$ cat config.mk
export PLATFORM = sky130hd
export DESIGN_NAME = sd_data_resp_gen
export DESIGN_NICKNAME = d
export VERILOG_FILES = /design/src/rtl/sd_data_resp_gen.sv
export SDC_FILE = /design/constraint.sdc
export NUM_CORES = 1
export LEC_CHECK = 0
export ABC_AREA = 0
export BUFFER_PORTS_ARGS = -buffer_cell sky130_fd_sc_hd__clkbuf_2
export CORE_AREA = 2 2 90 66
export DETAILED_ROUTE_END_ITERATION = 8
export DIE_AREA = 0 0 92 68
export PLACE_DENSITY = 0.77
export SLEW_MARGIN = 20
export SYNTH_ARGS = -nofsm -noshare
export SYNTH_HDL_FRONTEND = slang
export SYNTH_SLANG_ARGS = --single-unit
$ cat constraint.sdc
create_clock -name CLK -period 2.39 [get_ports CLK]
set_input_delay 0.1195 -clock CLK [delete_from_list [all_inputs] [get_ports CLK]]
set_output_delay 0.1195 -clock CLK [all_outputs]
set_load 0.1 [all_outputs]
$ cat src/rtl/sd_data_resp_gen.sv
// SD card-side write-data response generator on DAT0: CRC status token then busy signalling.
// Define SD_DATA_RESP_ABORT_EN to let SD_I_ABORT cut the busy-low phase short.
//
// state        | meaning
// S_IDLE       | line released, waiting for the host data end bit
// S_WAIT       | Ncrc turnaround, line still released
// S_TOKEN      | start bit, 3 status bits, end bit
// S_BSY_START  | busy start bit (low)
// S_BSY_LOW    | busy held low for the latched busy length
// S_BSY_END    | busy end bit (high), then release with a done pulse
module sd_data_resp_gen #(
   parameter int NCRC_DLY = 2,
   parameter int BSY_W    = 16
) (
   input  logic             CLK,
   input  logic             RST,
   input  logic             SD_I_TRG,
   input  logic             SD_I_CRC_OK,
   input  logic             SD_I_FLASH_ERR,
   input  logic [BSY_W-1:0] SD_I_BSY_LEN,
   input  logic             SD_I_ABORT,
   output logic             SD_O_DAT0,
   output logic             SD_O_DAT0_OE,
   output logic             SD_O_BUSY,
   output logic             SD_O_DONE
);

   typedef enum logic [2:0] {
      S_IDLE,
      S_WAIT,
      S_TOKEN,
      S_BSY_START,
      S_BSY_LOW,
      S_BSY_END
   } state_t;

   localparam int                WAIT_W    = 3;
   localparam logic [WAIT_W-1:0] WAIT_LOAD = WAIT_W'(NCRC_DLY - 1);

   state_t             state_q, state_d;
   logic [WAIT_W-1:0]  wait_cnt_q, wait_cnt_d;
   logic [2:0]         tok_idx_q, tok_idx_d;
   logic [BSY_W-1:0]   bsy_cnt_q, bsy_cnt_d;
   logic [BSY_W-1:0]   bsy_len_q, bsy_len_d;
   logic               crc_ok_q, crc_ok_d;
   logic               flash_q, flash_d;
   logic               dat0_q, dat0_d;
   logic               oe_q, oe_d;
   logic               busy_q, busy_d;
   logic               done_q, done_d;
   logic [2:0]         status;
   logic               abort_hit;

`ifdef SD_DATA_RESP_ABORT_EN
   assign abort_hit = SD_I_ABORT;
`else
   logic unused_abort;
   assign unused_abort = SD_I_ABORT;
   assign abort_hit    = 1'b0;
`endif

   assign status = crc_ok_q ? 3'b010 : 3'b101;

   always_comb begin
      state_d    = state_q;
      wait_cnt_d = wait_cnt_q;
      tok_idx_d  = tok_idx_q;
      bsy_cnt_d  = bsy_cnt_q;
      bsy_len_d  = bsy_len_q;
      crc_ok_d   = crc_ok_q;
      flash_d    = flash_q;
      unique case (state_q)
         S_IDLE: begin
            if (SD_I_TRG) begin
               crc_ok_d   = SD_I_CRC_OK;
               flash_d    = SD_I_FLASH_ERR;
               bsy_len_d  = SD_I_BSY_LEN;
               wait_cnt_d = WAIT_LOAD;
               state_d    = S_WAIT;
            end
         end
         S_WAIT: begin
            if (wait_cnt_q == '0) begin
               tok_idx_d = '0;
               state_d   = flash_q ? S_BSY_START : S_TOKEN;
            end else begin
               wait_cnt_d = wait_cnt_q - WAIT_W'(1);
            end
         end
         S_TOKEN: begin
            if (tok_idx_q == 3'd4) begin
               state_d = S_BSY_START;
            end else begin
               tok_idx_d = tok_idx_q + 3'd1;
            end
         end
         S_BSY_START: begin
            // Counter holds the low cycles still to go after the current one.
            if (bsy_len_q == '0) begin
               state_d = S_BSY_END;
            end else begin
               bsy_cnt_d = bsy_len_q - BSY_W'(1);
               state_d   = S_BSY_LOW;
            end
         end
         S_BSY_LOW: begin
            if ((bsy_cnt_q == '0) || abort_hit) begin
               bsy_cnt_d = '0;
               state_d   = S_BSY_END;
            end else begin
               bsy_cnt_d = bsy_cnt_q - BSY_W'(1);
            end
         end
         S_BSY_END: begin
            bsy_cnt_d = '0;
            state_d   = S_IDLE;
         end
         default: begin
            state_d = S_IDLE;
         end
      endcase
   end

   // Outputs are decoded from the next state so the pins are true flops.
   always_comb begin
      dat0_d = 1'b1;
      oe_d   = 1'b0;
      busy_d = (state_d != S_IDLE);
      done_d = (state_q == S_BSY_END);
      unique case (state_d)
         S_TOKEN: begin
            oe_d = 1'b1;
            case (tok_idx_d)
               3'd0:    dat0_d = 1'b0;
               3'd1:    dat0_d = status[2];
               3'd2:    dat0_d = status[1];
               3'd3:    dat0_d = status[0];
               default: dat0_d = 1'b1;
            endcase
         end
         S_BSY_START, S_BSY_LOW: begin
            oe_d   = 1'b1;
            dat0_d = 1'b0;
         end
         S_BSY_END: begin
            oe_d   = 1'b1;
            dat0_d = 1'b1;
         end
         default: begin
            oe_d   = 1'b0;
            dat0_d = 1'b1;
         end
      endcase
   end

   always_ff @(posedge CLK) begin
      if (RST) begin
         state_q    <= S_IDLE;
         wait_cnt_q <= '0;
         tok_idx_q  <= '0;
         bsy_cnt_q  <= '0;
         bsy_len_q  <= '0;
         crc_ok_q   <= 1'b0;
         flash_q    <= 1'b0;
         dat0_q     <= 1'b1;
         oe_q       <= 1'b0;
         busy_q     <= 1'b0;
         done_q     <= 1'b0;
      end else begin
         state_q    <= state_d;
         wait_cnt_q <= wait_cnt_d;
         tok_idx_q  <= tok_idx_d;
         bsy_cnt_q  <= bsy_cnt_d;
         bsy_len_q  <= bsy_len_d;
         crc_ok_q   <= crc_ok_d;
         flash_q    <= flash_d;
         dat0_q     <= dat0_d;
         oe_q       <= oe_d;
         busy_q     <= busy_d;
         done_q     <= done_d;
      end
   end

   assign SD_O_DAT0    = dat0_q;
   assign SD_O_DAT0_OE = oe_q;
   assign SD_O_BUSY    = busy_q;
   assign SD_O_DONE    = done_q;

endmodule
==> metrics.txt, run 1 <==
# TYPE chip_impl_metric gauge
chip_impl_metric{name="hold_slack",unit="ns"} 0.0279
chip_impl_metric{name="clock_path_buffers",unit=""} 2
chip_impl_metric{name="synthesis.area",unit="sq mm"} 0.00260
chip_impl_info{name="criticalPathCategory",value="reg2reg"} 1
chip_impl_info{name="hold_path_startpoint",value="SD_I_BSY_LEN[13]"} 1
chip_impl_metric{name="dp_hpwl",unit="microns"} 4440
chip_impl_metric{name="r2r.worst_path.cells",unit=""} 6
chip_impl_metric{name="max-vdd-ir-drop",unit="uV"} 609
chip_impl_info{name="outcome",value="finished clean"} 1
chip_impl_metric{name="yosys.area_share.xor_xnor",unit="%"} 4.71
chip_impl_metric{name="fp.dieW",unit="microns"} 92
chip_impl_metric{name="area.growth.synth_to_final",unit="%"} 12.7
chip_impl_info{name="layout_common_cells",value="sky130_fd_sc_hd__dfxtp_1 (47), sky130_fd_sc_hd__nand2_1 (47), sky130_fd_sc_hd__a21oi_1 (41)"} 1
chip_impl_metric{name="vias_in_the_first_global_route",unit=""} 2306
chip_impl_info{name="cts_root_buffer_type",value="sky130_fd_sc_hd__clkbuf_8"} 1
chip_impl_metric{name="cp.required",unit="ns"} 2.56
chip_impl_metric{name="finalNonFillerCells",unit=""} 437
chip_impl_metric{name="clk_latency",unit="ns"} 0.30
chip_impl_metric{name="yosysSeqAreaShare",unit="%"} 36.2
chip_impl_info{name="endpoint_kind",value="flop"} 1
chip_impl_info{name="rsz0062_at_grt",value="no"} 1
chip_impl_metric{name="compound_cell_area_share_of_the_yosys_netlist",unit="%"} 23.2
chip_impl_metric{name="drive_above_1_share",unit="%"} 15.5
chip_impl_info{name="reg2reg_from",value="state_q[2]"} 1
chip_impl_metric{name="post-cts-setup-buffers",unit=""} 0
chip_impl_info{name="cts_tree",value="done"} 1
chip_impl_metric{name="layout.nets",unit=""} 390
chip_impl_metric{name="routed_via_density",unit=""} 5.58
chip_impl_metric{name="whs_path_depth",unit=""} 3
chip_impl_metric{name="io_buffer_count",unit=""} 24
chip_impl_metric{name="worst_setup_hold_path_clk_slew",unit="ns"} 0.09
chip_impl_metric{name="place_congestion",unit=""} 0.945
chip_impl_metric{name="synth_area_per_cell",unit="sq um"} 7.84
chip_impl_metric{name="skew",unit="ns"} 0.00660
chip_impl_metric{name="grt_max_degree",unit=""} 26
chip_impl_metric{name="max-slew-margin-rel",unit="%"} 63.8
chip_impl_metric{name="post_cts_hold_buffer_count",unit=""} 0
chip_impl_metric{name="placeable_area",unit="sq mm"} 0.00547
chip_impl_metric{name="ys_types",unit=""} 53
chip_impl_metric{name="cellLeakagePower",unit="nW"} 1.16
chip_impl_metric{name="setup_tns",unit="ns"} 0
chip_impl_metric{name="final_critical_delay_including_setup_and_external_delays",unit="ns"} 2.17
chip_impl_metric{name="overflow",unit=""} 0
chip_impl_metric{name="ant_nets",unit=""} 0
chip_impl_metric{name="yosys_warnings",unit=""} 0
chip_impl_metric{name="max_fclk",unit="MHz"} 462
chip_impl_info{name="dominant_combinational_cell_family_by_area_after_synthesis",value="simple AND/OR/NAND/NOR gates"} 1
chip_impl_metric{name="muxShareOfSynthArea",unit="%"} 0.433
chip_impl_metric{name="synthesis.instances",unit=""} 332
chip_impl_metric{name="insertedDiodeCount",unit=""} 0
chip_impl_metric{name="tritoncts_num_sinks",unit=""} 47
chip_impl_metric{name="synth_simple_gate_area_share",unit="%"} 26.3
chip_impl_metric{name="postSynthNetCount",unit=""} 361
chip_impl_info{name="cp-start-kind",value="flop"} 1
chip_impl_metric{name="grt_use_total",unit="%"} 21.1
chip_impl_metric{name="route.vias.total",unit=""} 2439
chip_impl_metric{name="start_util",unit="%"} 47.6
chip_impl_metric{name="synth-seq-cells",unit=""} 47
chip_impl_metric{name="std_cell_rows",unit=""} 23
chip_impl_metric{name="finalMaxSlewViolations",unit=""} 0
chip_impl_metric{name="cts_buffers",unit=""} 5
chip_impl_metric{name="cellPowerDensity",unit="mW/mm^2"} 1390
chip_impl_metric{name="grt_first_pass_wirelength",unit="microns"} 10600
chip_impl_metric{name="worst_max_slew_pin_slew",unit="ns"} 0.542
chip_impl_metric{name="drt_pass1_iterations",unit=""} 4
chip_impl_metric{name="setup_violation_total_in_the_final_timing_report",unit=""} 0
chip_impl_metric{name="ctsHtreeMaxLevel",unit=""} 2
chip_impl_metric{name="hold_viol_final",unit=""} 0
chip_impl_metric{name="drt_first_iter_violations",unit=""} 256
chip_impl_metric{name="floorplan_die_height",unit="microns"} 68
chip_impl_metric{name="area_of_the_die",unit="sq mm"} 0.00626
chip_impl_metric{name="postSynth.asyncResetShare",unit="%"} 0
chip_impl_metric{name="layout.area.seq",unit="sq um"} 941
chip_impl_info{name="worst_hold_path_type",value="in2reg"} 1
chip_impl_metric{name="remaining_drc_errors",unit=""} 0
chip_impl_metric{name="final_min_period_over_clock_period",unit="%"} 90.6
chip_impl_info{name="min_delay_worst_endpoint",value="bsy_len_q[13]"} 1
chip_impl_metric{name="arrival",unit="ns"} 2.34
chip_impl_metric{name="reg2reg_slack",unit="ns"} 0.22
chip_impl_info{name="r2r-end",value="bsy_cnt_q[12]"} 1
chip_impl_metric{name="numPlacedInstances",unit=""} 429
chip_impl_metric{name="number_of_top_level_design_ports",unit=""} 26
chip_impl_metric{name="cp_max_fo",unit=""} 10
chip_impl_metric{name="drv.max_cap_violation_count",unit=""} 0
chip_impl_metric{name="synth_fa_ha_area_share",unit="%"} 3.37
chip_impl_metric{name="totalWireLength",unit="microns"} 6040
chip_impl_metric{name="ctsResizeCount",unit=""} 0
chip_impl_metric{name="multi_input_gate_area",unit="sq mm"} 0.00151
chip_impl_metric{name="antenna_found_initial",unit=""} 0
chip_impl_metric{name="routedWlPerCell",unit="microns"} 13.8
chip_impl_metric{name="synth_enable_flop_cells",unit=""} 0
chip_impl_info{name="synth_flop_cell",value="sky130_fd_sc_hd__dfxtp_1"} 1
chip_impl_metric{name="layout.filler_cells",unit=""} 528
-- worst max path at each step --
stage                       from       endpoint  slack, ns  cells past startpoint
floorplan           bsy_cnt_q[0]   bsy_cnt_q[7]       0.46                      8
global placement    bsy_len_q[7]  bsy_cnt_q[13]       0.34                      6
detailed placement  bsy_len_q[7]  bsy_cnt_q[12]       0.31                      6
CTS                 bsy_len_q[7]  bsy_cnt_q[12]       0.30                      6
global route        bsy_len_q[7]  bsy_cnt_q[12]       0.01                      6
finish                state_q[2]  bsy_cnt_q[12]       0.22                      6
-- per-layer routing --
layer  GRT usage, %  routed length [microns]
met2           33.9                     2520
met4           5.04                       48
met1           29.7                     3050
met3           3.85                      432
met5              0                        0
-- synth_stat cells, types with 4 or more instances --
cell                        n  area [sq um]
sky130_fd_sc_hd__a211oi_1   4          30.0
sky130_fd_sc_hd__a21oi_1   41           205
sky130_fd_sc_hd__a22oi_1    4          30.0
sky130_fd_sc_hd__buf_2      4          20.0
sky130_fd_sc_hd__clkbuf_1   8          30.0
sky130_fd_sc_hd__dfxtp_1   47           941
sky130_fd_sc_hd__ha_1       7          87.6
sky130_fd_sc_hd__inv_1     20          75.1
sky130_fd_sc_hd__nand2_1   47           176
sky130_fd_sc_hd__nand2b_1   4          25.0
sky130_fd_sc_hd__nand3_1    8          40.0
sky130_fd_sc_hd__nor2_1    26          97.6
sky130_fd_sc_hd__nor2b_1    6          37.5
sky130_fd_sc_hd__nor3_1    12          60.1
sky130_fd_sc_hd__nor4_1     7          43.8
sky130_fd_sc_hd__o21ai_0   17          85.1
sky130_fd_sc_hd__o32ai_1    6          52.6
sky130_fd_sc_hd__or3_1      4          25.0
sky130_fd_sc_hd__xnor2_1    5          43.8
sky130_fd_sc_hd__xor2_1     9          78.8
-- critical path, stage by stage (launching register included) --
cell	delay (ns)
sky130_fd_sc_hd__dfxtp_1	0.40
sky130_fd_sc_hd__inv_1	0.22
sky130_fd_sc_hd__nand3_1	0.24
sky130_fd_sc_hd__nor4_1	0.43
sky130_fd_sc_hd__a21oi_1	0.17
sky130_fd_sc_hd__nand2b_1	0.40
sky130_fd_sc_hd__o21ai_0	0.17
-- through the flow --
step                      total power [mW]  util (%)  area (sq um)  setup slack, ns
after floorplan                       2.93         -          2600            0.462
after global placement                3.44      51.7          2830            0.338
after detailed placement              3.50      51.7          2830            0.315
after CTS                             4.04      53.6          2930            0.299
after global routing                  4.41      53.6          2930           0.0120
final                                 4.07      53.6          2930            0.225
-- power breakdown --
| part | switching (mW) | leakage [nW] | total (mW) | internal (mW) |
|---|---|---|---|---|
| Combinational | 1.49 | 0.727 | 2.36 | 0.870 |
| Sequential | 0.188 | 0.384 | 1.17 | 0.986 |
| Clock | 0.270 | 0.0505 | 0.533 | 0.263 |
| Total | 1.95 | 1.16 | 4.07 | 2.12 |
-- kinds of logic after synthesis --
family / count (synthesis)
buf+inv: 34
xor+xnor: 14
compound gates: 94
mux: 1
flops: 47
fa+ha+maj: 7
simple gates: 135
-- cell type report --
cell class              count  area share (%)
clock inverters             1           0.256
multi-input cells         251            51.4
flip-flops and latches     47            32.1
well taps                  75            3.20
repair buffers             36            7.17
inverters                  20            2.56
clock buffers               7            3.29
-- sequential cells by signal, summed over array words and instances, names as in the netlist --
register,cells
SD_O_DAT0,1
crc_ok_q,1
bsy_len_q,16
state_q,3
SD_O_DAT0_OE,1
tok_idx_q,3
wait_cnt_q,3
SD_O_BUSY,1
SD_O_DONE,1
flash_q,1
bsy_cnt_q,16
No activity file was read; power rests on OpenSTA's default activity.
==> inputs of run 2 (changes only) <==
RECOVER_POWER = 50   (was default)
SLEW_MARGIN = 30   (was 20)
==> run 2 against run 1 <==
  * Critical path depth is the same
  * Total power shrank 0.55%
  * Largest cell class unchanged
  * First-iteration DRC count grew 2.3%
  * Non-clock buffer count is the same
  * Wire length is essentially flat
  * Clock power is essentially flat
  * Critical path type unchanged
  * Register-to-register slack gained 0.02 ns
  * Die area is the same
  * Final area shrank 0.43%
  * Sequential power is essentially flat
==> metrics.txt, run 2 (synthesis gave the netlist of run 1 again) <==
# TYPE chip_impl_metric gauge
chip_impl_metric{name="start_util",unit="%"} 47.6
chip_impl_metric{name="routedWlPerCell",unit="microns"} 13.8
chip_impl_metric{name="grt_first_pass_wirelength",unit="microns"} 10600
chip_impl_metric{name="drt_first_iter_violations",unit=""} 262
chip_impl_info{name="endpoint_kind",value="flop"} 1
chip_impl_metric{name="timing.critical_path.slowest_cell_delay",unit="ns"} 0.42
chip_impl_metric{name="final_critical_delay_including_setup_and_external_delays",unit="ns"} 2.15
chip_impl_info{name="timing.critical_path.slowest_stage_cell",value="sky130_fd_sc_hd__nor4_1"} 1
chip_impl_metric{name="power.combinational.fraction",unit="%"} 57.9
chip_impl_info{name="timing.critical_path.max_delay_family",value="simple AND/OR/NAND/NOR gates"} 1
chip_impl_metric{name="setup_tns",unit="ns"} 0
chip_impl_metric{name="floorplan_die_height",unit="microns"} 68
chip_impl_metric{name="drive_above_1_share",unit="%"} 13.8
chip_impl_metric{name="placeable_area",unit="sq mm"} 0.00547
chip_impl_metric{name="critical_path_buf_inv_count",unit=""} 1
chip_impl_metric{name="finalNonFillerCells",unit=""} 437
chip_impl_metric{name="ant_nets",unit=""} 0
chip_impl_metric{name="grt_use_total",unit="%"} 21.1
chip_impl_metric{name="design_power_total",unit="mW"} 4.05
chip_impl_metric{name="cellLeakagePower",unit="nW"} 1.14
chip_impl_info{name="cp-start-kind",value="flop"} 1
chip_impl_info{name="layout_common_cells",value="sky130_fd_sc_hd__dfxtp_1 (47), sky130_fd_sc_hd__nand2_1 (47), sky130_fd_sc_hd__a21oi_1 (41)"} 1
chip_impl_metric{name="setup_violation_total_in_the_final_timing_report",unit=""} 0
chip_impl_info{name="outcome",value="finished clean"} 1
chip_impl_metric{name="number_of_top_level_design_ports",unit=""} 26
chip_impl_metric{name="layout.nets",unit=""} 390
chip_impl_metric{name="area.growth.synth_to_final",unit="%"} 12.2
chip_impl_info{name="top_regs",value="bsy_cnt_q (16), bsy_len_q (16)"} 1
chip_impl_metric{name="power.share.clock",unit="%"} 13.1
chip_impl_metric{name="ctsResizeCount",unit=""} 0
chip_impl_metric{name="skew",unit="ns"} 0.00715
chip_impl_metric{name="io_buffer_count",unit=""} 24
chip_impl_metric{name="cp_max_fo",unit=""} 10
chip_impl_metric{name="arrival",unit="ns"} 2.32
chip_impl_metric{name="tritoncts_num_sinks",unit=""} 47
chip_impl_metric{name="drv.max_cap_violation_count",unit=""} 0
chip_impl_info{name="crit_path_start",value="state_q[2]"} 1
chip_impl_metric{name="post_cts_hold_buffer_count",unit=""} 0
chip_impl_metric{name="overflow",unit=""} 0
chip_impl_metric{name="insertedDiodeCount",unit=""} 0
chip_impl_metric{name="max-vdd-ir-drop",unit="uV"} 608
chip_impl_metric{name="place_ws",unit="ns"} 0.315
chip_impl_metric{name="layout_setup_ws",unit="ns"} 0.240
chip_impl_metric{name="final_min_period_over_clock_period",unit="%"} 89.9
chip_impl_metric{name="route.vias.total",unit=""} 2453
chip_impl_info{name="cts_tree",value="done"} 1
chip_impl_metric{name="vias_in_the_first_global_route",unit=""} 2306
chip_impl_metric{name="clock_path_buffers",unit=""} 2
chip_impl_metric{name="grt_max_degree",unit=""} 26
chip_impl_metric{name="clk_latency",unit="ns"} 0.30
chip_impl_info{name="reg2reg_from",value="state_q[2]"} 1
chip_impl_metric{name="hold_viol_final",unit=""} 0
chip_impl_metric{name="routed_via_density",unit=""} 5.61
chip_impl_metric{name="layout.filler_cells",unit=""} 532
chip_impl_info{name="rsz0062_at_grt",value="no"} 1
chip_impl_metric{name="std_cell_rows",unit=""} 23
chip_impl_metric{name="sw_frac_of_total",unit="%"} 48.1
chip_impl_metric{name="area_of_the_die",unit="sq mm"} 0.00626
chip_impl_metric{name="totalWireLength",unit="microns"} 6040
chip_impl_info{name="worst_hold_path_type",value="in2reg"} 1
chip_impl_metric{name="numPlacedInstances",unit=""} 429
chip_impl_info{name="cts_root_buffer_type",value="sky130_fd_sc_hd__clkbuf_8"} 1
chip_impl_metric{name="cp.required",unit="ns"} 2.56
chip_impl_metric{name="drt_pass1_iterations",unit=""} 5
chip_impl_metric{name="ctsHtreeMaxLevel",unit=""} 2
chip_impl_metric{name="switchingPower",unit="mW"} 1.95
chip_impl_metric{name="max_fclk",unit="MHz"} 465
chip_impl_metric{name="post-cts-setup-buffers",unit=""} 0
chip_impl_info{name="hold_path_startpoint",value="SD_I_BSY_LEN[13]"} 1
chip_impl_metric{name="pwr-share-seq",unit="%"} 29.0
chip_impl_info{name="criticalPathCategory",value="reg2reg"} 1
chip_impl_metric{name="remaining_drc_errors",unit=""} 0
chip_impl_metric{name="dp_hpwl",unit="microns"} 4440
chip_impl_info{name="crit_chain",value="inv_1 -> nand3_1 -> nor4_1 -> a21oi_1 -> nand2b_1 -> o21ai_0"} 1
chip_impl_metric{name="finalMaxSlewViolations",unit=""} 0
chip_impl_metric{name="worst_setup_hold_path_clk_slew",unit="ns"} 0.09
chip_impl_metric{name="place_congestion",unit=""} 0.945
chip_impl_metric{name="cellPowerDensity",unit="mW/mm^2"} 1390
chip_impl_metric{name="max-slew-margin-rel",unit="%"} 22.7
chip_impl_metric{name="fp.dieW",unit="microns"} 92
chip_impl_metric{name="p_int",unit="mW"} 2.10
chip_impl_metric{name="antenna_found_initial",unit=""} 0
chip_impl_metric{name="cts_buffers",unit=""} 5
chip_impl_metric{name="worst_max_slew_pin_slew",unit="ns"} 1.16
run 2: cell types whose count changed in the layout (fill, tap and decap cells not counted):
| cell | previous run | this run |
|---|---|---|
| sky130_fd_sc_hd__clkbuf_1 | 0 | 6 |
| sky130_fd_sc_hd__buf_4 | 12 | 10 |
| sky130_fd_sc_hd__clkbuf_2 | 24 | 20 |
run 2: power by group through the flow:
stage	Combinational, mW	Sequential [mW]	Clock (mW)
after global routing	2.61	1.20	0.575
after global placement	2.26	1.18	0
after detailed placement	2.31	1.19	0
final	2.34	1.17	0.531
after CTS	2.33	1.17	0.542
after floorplan	1.63	1.30	0
run 2: per-stage QoR:
step | hold slack [ns] | utilization [%] | area [sq um]
6_report | 0.0293 | 53.4 | 2920
5_1_grt | 0.0195 | 53.4 | 2920
4_1_cts | 0.0231 | 53.6 | 2930
3_5_place_dp | 0.347 | 51.7 | 2830
3_3_place_gp | 0.344 | 51.7 | 2830
2_1_floorplan | 0.255 | - | 2600
run 2: layout make-up:
cell class / instances / area (sq um) / share of cell area [%]
Clock inverter: 1 / 7.51 / 0.257
Tap cell: 75 / 93.8 / 3.21
Timing Repair Buffer: 36 / 198 / 6.77
Inverter: 20 / 75.1 / 2.57
Sequential cell: 47 / 941 / 32.2
Multi-Input combinational cell: 251 / 1510 / 51.7
Clock buffer: 7 / 96.3 / 3.30
run 2: worst paths after layout:
path	end	slack, ns	depth (start not counted)
hold / removal	bsy_len_q[13]	0.03	3
hold reg to reg	crc_ok_q	0.47	2
setup reg to reg	bsy_cnt_q[12]	0.24	6
setup / recovery	bsy_cnt_q[12]	0.24	6
run 2: worst min-delay path, cell delays in order:
cell and delay, ns:
sky130_fd_sc_hd__clkbuf_2 0.08, sky130_fd_sc_hd__nand2_1 0.04, sky130_fd_sc_hd__a21oi_1 0.05
run 2: per-layer routing:
metal	GRT usage, %	vias up	part of all wire [%]
met5	0	-	0
li1	-	1240	-
met2	33.9	84	42
met1	29.7	1120	51
met4	5.04	0	0.84
met3	3.85	9	6.2
==> inputs of run 3 (changes only) <==
BUFFER_PORTS_ARGS = -buffer_cell sky130_fd_sc_hd__buf_4   (was -buffer_cell sky130_fd_sc_hd__clkbuf_2)
HOLD_SLACK_MARGIN = 0.05   (was default)
==> run 3 against run 2 <==
  * Hold slack improved by 0.027 ns
  * Global-route usage increased by 0.95 points
  * Total power increased by 5.6%
  * Clock skew about the same
  * Largest power group unchanged
  * Maximum frequency increased by 2.3%
  * Critical endpoint is now bsy_cnt_q[11]
  * Sequential cell count unchanged
  * Wire length increased by 5.8%
  * Non-clock buffer count increased by 8
==> metrics.txt, run 3 (synthesis gave the netlist of run 1 again) <==
# TYPE chip_impl_metric gauge
chip_impl_metric{name="reg2reg_slack",unit="ns"} 0.29
chip_impl_metric{name="timing.critical_path.slowest_cell_delay",unit="ns"} 0.36
chip_impl_metric{name="drive_above_1_share",unit="%"} 14.1
chip_impl_metric{name="ant_nets",unit=""} 0
chip_impl_metric{name="start_util",unit="%"} 47.6
chip_impl_metric{name="insertedDiodeCount",unit=""} 0
chip_impl_metric{name="grt_first_pass_wirelength",unit="microns"} 11000
chip_impl_metric{name="final_min_period_over_clock_period",unit="%"} 88.0
chip_impl_metric{name="hold_slack",unit="ns"} 0.0559
chip_impl_info{name="timing.critical_path.slowest_stage_cell",value="sky130_fd_sc_hd__o21ai_2"} 1
chip_impl_info{name="cts_tree",value="done"} 1
chip_impl_metric{name="setup_violation_total_in_the_final_timing_report",unit=""} 0
chip_impl_metric{name="dp_hpwl",unit="microns"} 4400
chip_impl_metric{name="skew",unit="ns"} 0.00732
chip_impl_info{name="crit_chain",value="inv_1 -> ha_1 -> nor3b_2 -> nand4_1 -> o21ai_2 -> buf_4 -> nor4_1 -> o21ai_0 -> a21oi_1"} 1
chip_impl_metric{name="remaining_drc_errors",unit=""} 0
chip_impl_metric{name="layout_setup_ws",unit="ns"} 0.288
chip_impl_metric{name="totalWireLength",unit="microns"} 6390
chip_impl_metric{name="area.growth.synth_to_final",unit="%"} 18.4
chip_impl_info{name="endpoint_kind",value="flop"} 1
chip_impl_metric{name="place_ws",unit="ns"} 0.361
chip_impl_metric{name="cellPowerDensity",unit="mW/mm^2"} 1390
chip_impl_metric{name="hold_viol_final",unit=""} 0
chip_impl_metric{name="io_buffer_count",unit=""} 24
chip_impl_metric{name="final_critical_delay_including_setup_and_external_delays",unit="ns"} 2.10
chip_impl_info{name="timing.critical_path.max_delay_family",value="compound AO/OA/AOI/OAI gates"} 1
chip_impl_info{name="criticalPathCategory",value="reg2reg"} 1
chip_impl_metric{name="number_of_top_level_design_ports",unit=""} 26
chip_impl_metric{name="finalNonFillerCells",unit=""} 445
chip_impl_info{name="cts_root_buffer_type",value="sky130_fd_sc_hd__clkbuf_8"} 1
chip_impl_metric{name="finalMaxSlewViolations",unit=""} 0
chip_impl_metric{name="cp_max_fo",unit=""} 6
chip_impl_info{name="hold_path_startpoint",value="SD_I_BSY_LEN[14]"} 1
chip_impl_info{name="worst_hold_path_type",value="in2reg"} 1
chip_impl_metric{name="clk_latency",unit="ns"} 0.31
chip_impl_info{name="rsz0062_at_grt",value="no"} 1
chip_impl_metric{name="final_design_area_no_fill",unit="sq mm"} 0.00308
chip_impl_metric{name="drt_first_iter_violations",unit=""} 232
chip_impl_metric{name="numPlacedInstances",unit=""} 430
chip_impl_metric{name="max-slew-margin-rel",unit="%"} 22.5
chip_impl_metric{name="arrival",unit="ns"} 2.28
chip_impl_metric{name="vias_in_the_first_global_route",unit=""} 2307
chip_impl_info{name="top_regs",value="bsy_cnt_q (16), bsy_len_q (16)"} 1
chip_impl_metric{name="fp.dieW",unit="microns"} 92
chip_impl_metric{name="grt_max_degree",unit=""} 47
chip_impl_metric{name="tritoncts_num_sinks",unit=""} 47
chip_impl_metric{name="cp.required",unit="ns"} 2.57
chip_impl_metric{name="max_fclk",unit="MHz"} 476
chip_impl_info{name="layout_common_cells",value="sky130_fd_sc_hd__dfxtp_1 (47), sky130_fd_sc_hd__nand2_1 (47), sky130_fd_sc_hd__a21oi_1 (41)"} 1
chip_impl_metric{name="clock_path_buffers",unit=""} 2
chip_impl_metric{name="worst_max_slew_pin_slew",unit="ns"} 1.17
chip_impl_metric{name="worst_setup_hold_path_clk_slew",unit="ns"} 0.09
chip_impl_metric{name="setup_tns",unit="ns"} 0
chip_impl_metric{name="layout.nets",unit=""} 398
chip_impl_metric{name="max-vdd-ir-drop",unit="uV"} 483
chip_impl_metric{name="cts_buffers",unit=""} 5
chip_impl_info{name="reg2reg_from",value="bsy_cnt_q[0]"} 1
chip_impl_metric{name="whs_path_depth",unit=""} 3
chip_impl_metric{name="routed_via_density",unit=""} 5.61
chip_impl_metric{name="post_dp_cell_area",unit="sq mm"} 0.00290
chip_impl_metric{name="ctsResizeCount",unit=""} 0
chip_impl_metric{name="area_of_the_die",unit="sq mm"} 0.00626
chip_impl_metric{name="overflow",unit=""} 0
chip_impl_metric{name="placeable_area",unit="sq mm"} 0.00547
chip_impl_metric{name="std_cell_rows",unit=""} 23
chip_impl_metric{name="grt_use_total",unit="%"} 22.0
chip_impl_info{name="r2r-end",value="bsy_cnt_q[11]"} 1
chip_impl_metric{name="antenna_found_initial",unit=""} 0
chip_impl_metric{name="route.vias.total",unit=""} 2495
chip_impl_info{name="min_delay_worst_endpoint",value="bsy_len_q[14]"} 1
chip_impl_metric{name="r2r.worst_path.cells",unit=""} 9
chip_impl_metric{name="ctsHtreeMaxLevel",unit=""} 2
chip_impl_info{name="outcome",value="finished clean"} 1
chip_impl_metric{name="critical_path_buf_inv_count",unit=""} 2
chip_impl_metric{name="routedWlPerCell",unit="microns"} 14.4
chip_impl_metric{name="drt_pass1_iterations",unit=""} 5
chip_impl_metric{name="finish.utilization",unit="%"} 56.3
chip_impl_info{name="cp-start-kind",value="flop"} 1
chip_impl_metric{name="design_power_total",unit="mW"} 4.27
chip_impl_metric{name="place_congestion",unit=""} 0.953
chip_impl_info{name="crit_path_start",value="bsy_cnt_q[0]"} 1
chip_impl_metric{name="floorplan_die_height",unit="microns"} 68
chip_impl_metric{name="drv.max_cap_violation_count",unit=""} 0
chip_impl_metric{name="cellLeakagePower",unit="nW"} 1.21
[run 3: layout make-up]
type	instances	area [sq um]
fill	524	2390
multi-input combinational	251	1510
sequential	47	941
timing repair buffer	44	327
tap	75	93.8
inverter	20	75.1
clock buffer	5	68.8
clock inverter	3	67.6
[run 3: timing repair]
action | 4_1_cts | 5_1_grt
setup buffers | 0 | 0
hold buffers | 7 | 0
hold endpoints to repair | 7 | 0
[run 3: worst max path at each step]
stage	end	slack (ns)	cells past startpoint
6_report	bsy_cnt_q[11]	0.29	9
5_1_grt	bsy_cnt_q[13]	0.04	9
4_1_cts	bsy_cnt_q[11]	0.29	9
3_5_place_dp	bsy_cnt_q[13]	0.36	6
3_3_place_gp	bsy_cnt_q[11]	0.38	9
2_1_floorplan	bsy_cnt_q[7]	0.46	8
[run 3: per-layer routing]
metal	vias to the layer above	GRT usage (%)	share of wire (%)
met1	1134	31.3	50
met3	7	3.52	7.5
met5	-	0	0
met4	0	7.28	1.1
met2	101	34.6	41
li1	1253	-	-
[run 3: worst min-delay path: stages]
cell	delay, ns
sky130_fd_sc_hd__buf_4	0.11
sky130_fd_sc_hd__nand2_1	0.05
sky130_fd_sc_hd__a21oi_1	0.05
[run 3: power by group]
part	leakage (nW)	switching (mW)	internal, mW
clock	0.0644	0.283	0.417
sequential	0.384	0.191	0.986
combinational	0.757	1.51	0.884
total	1.21	1.99	2.29
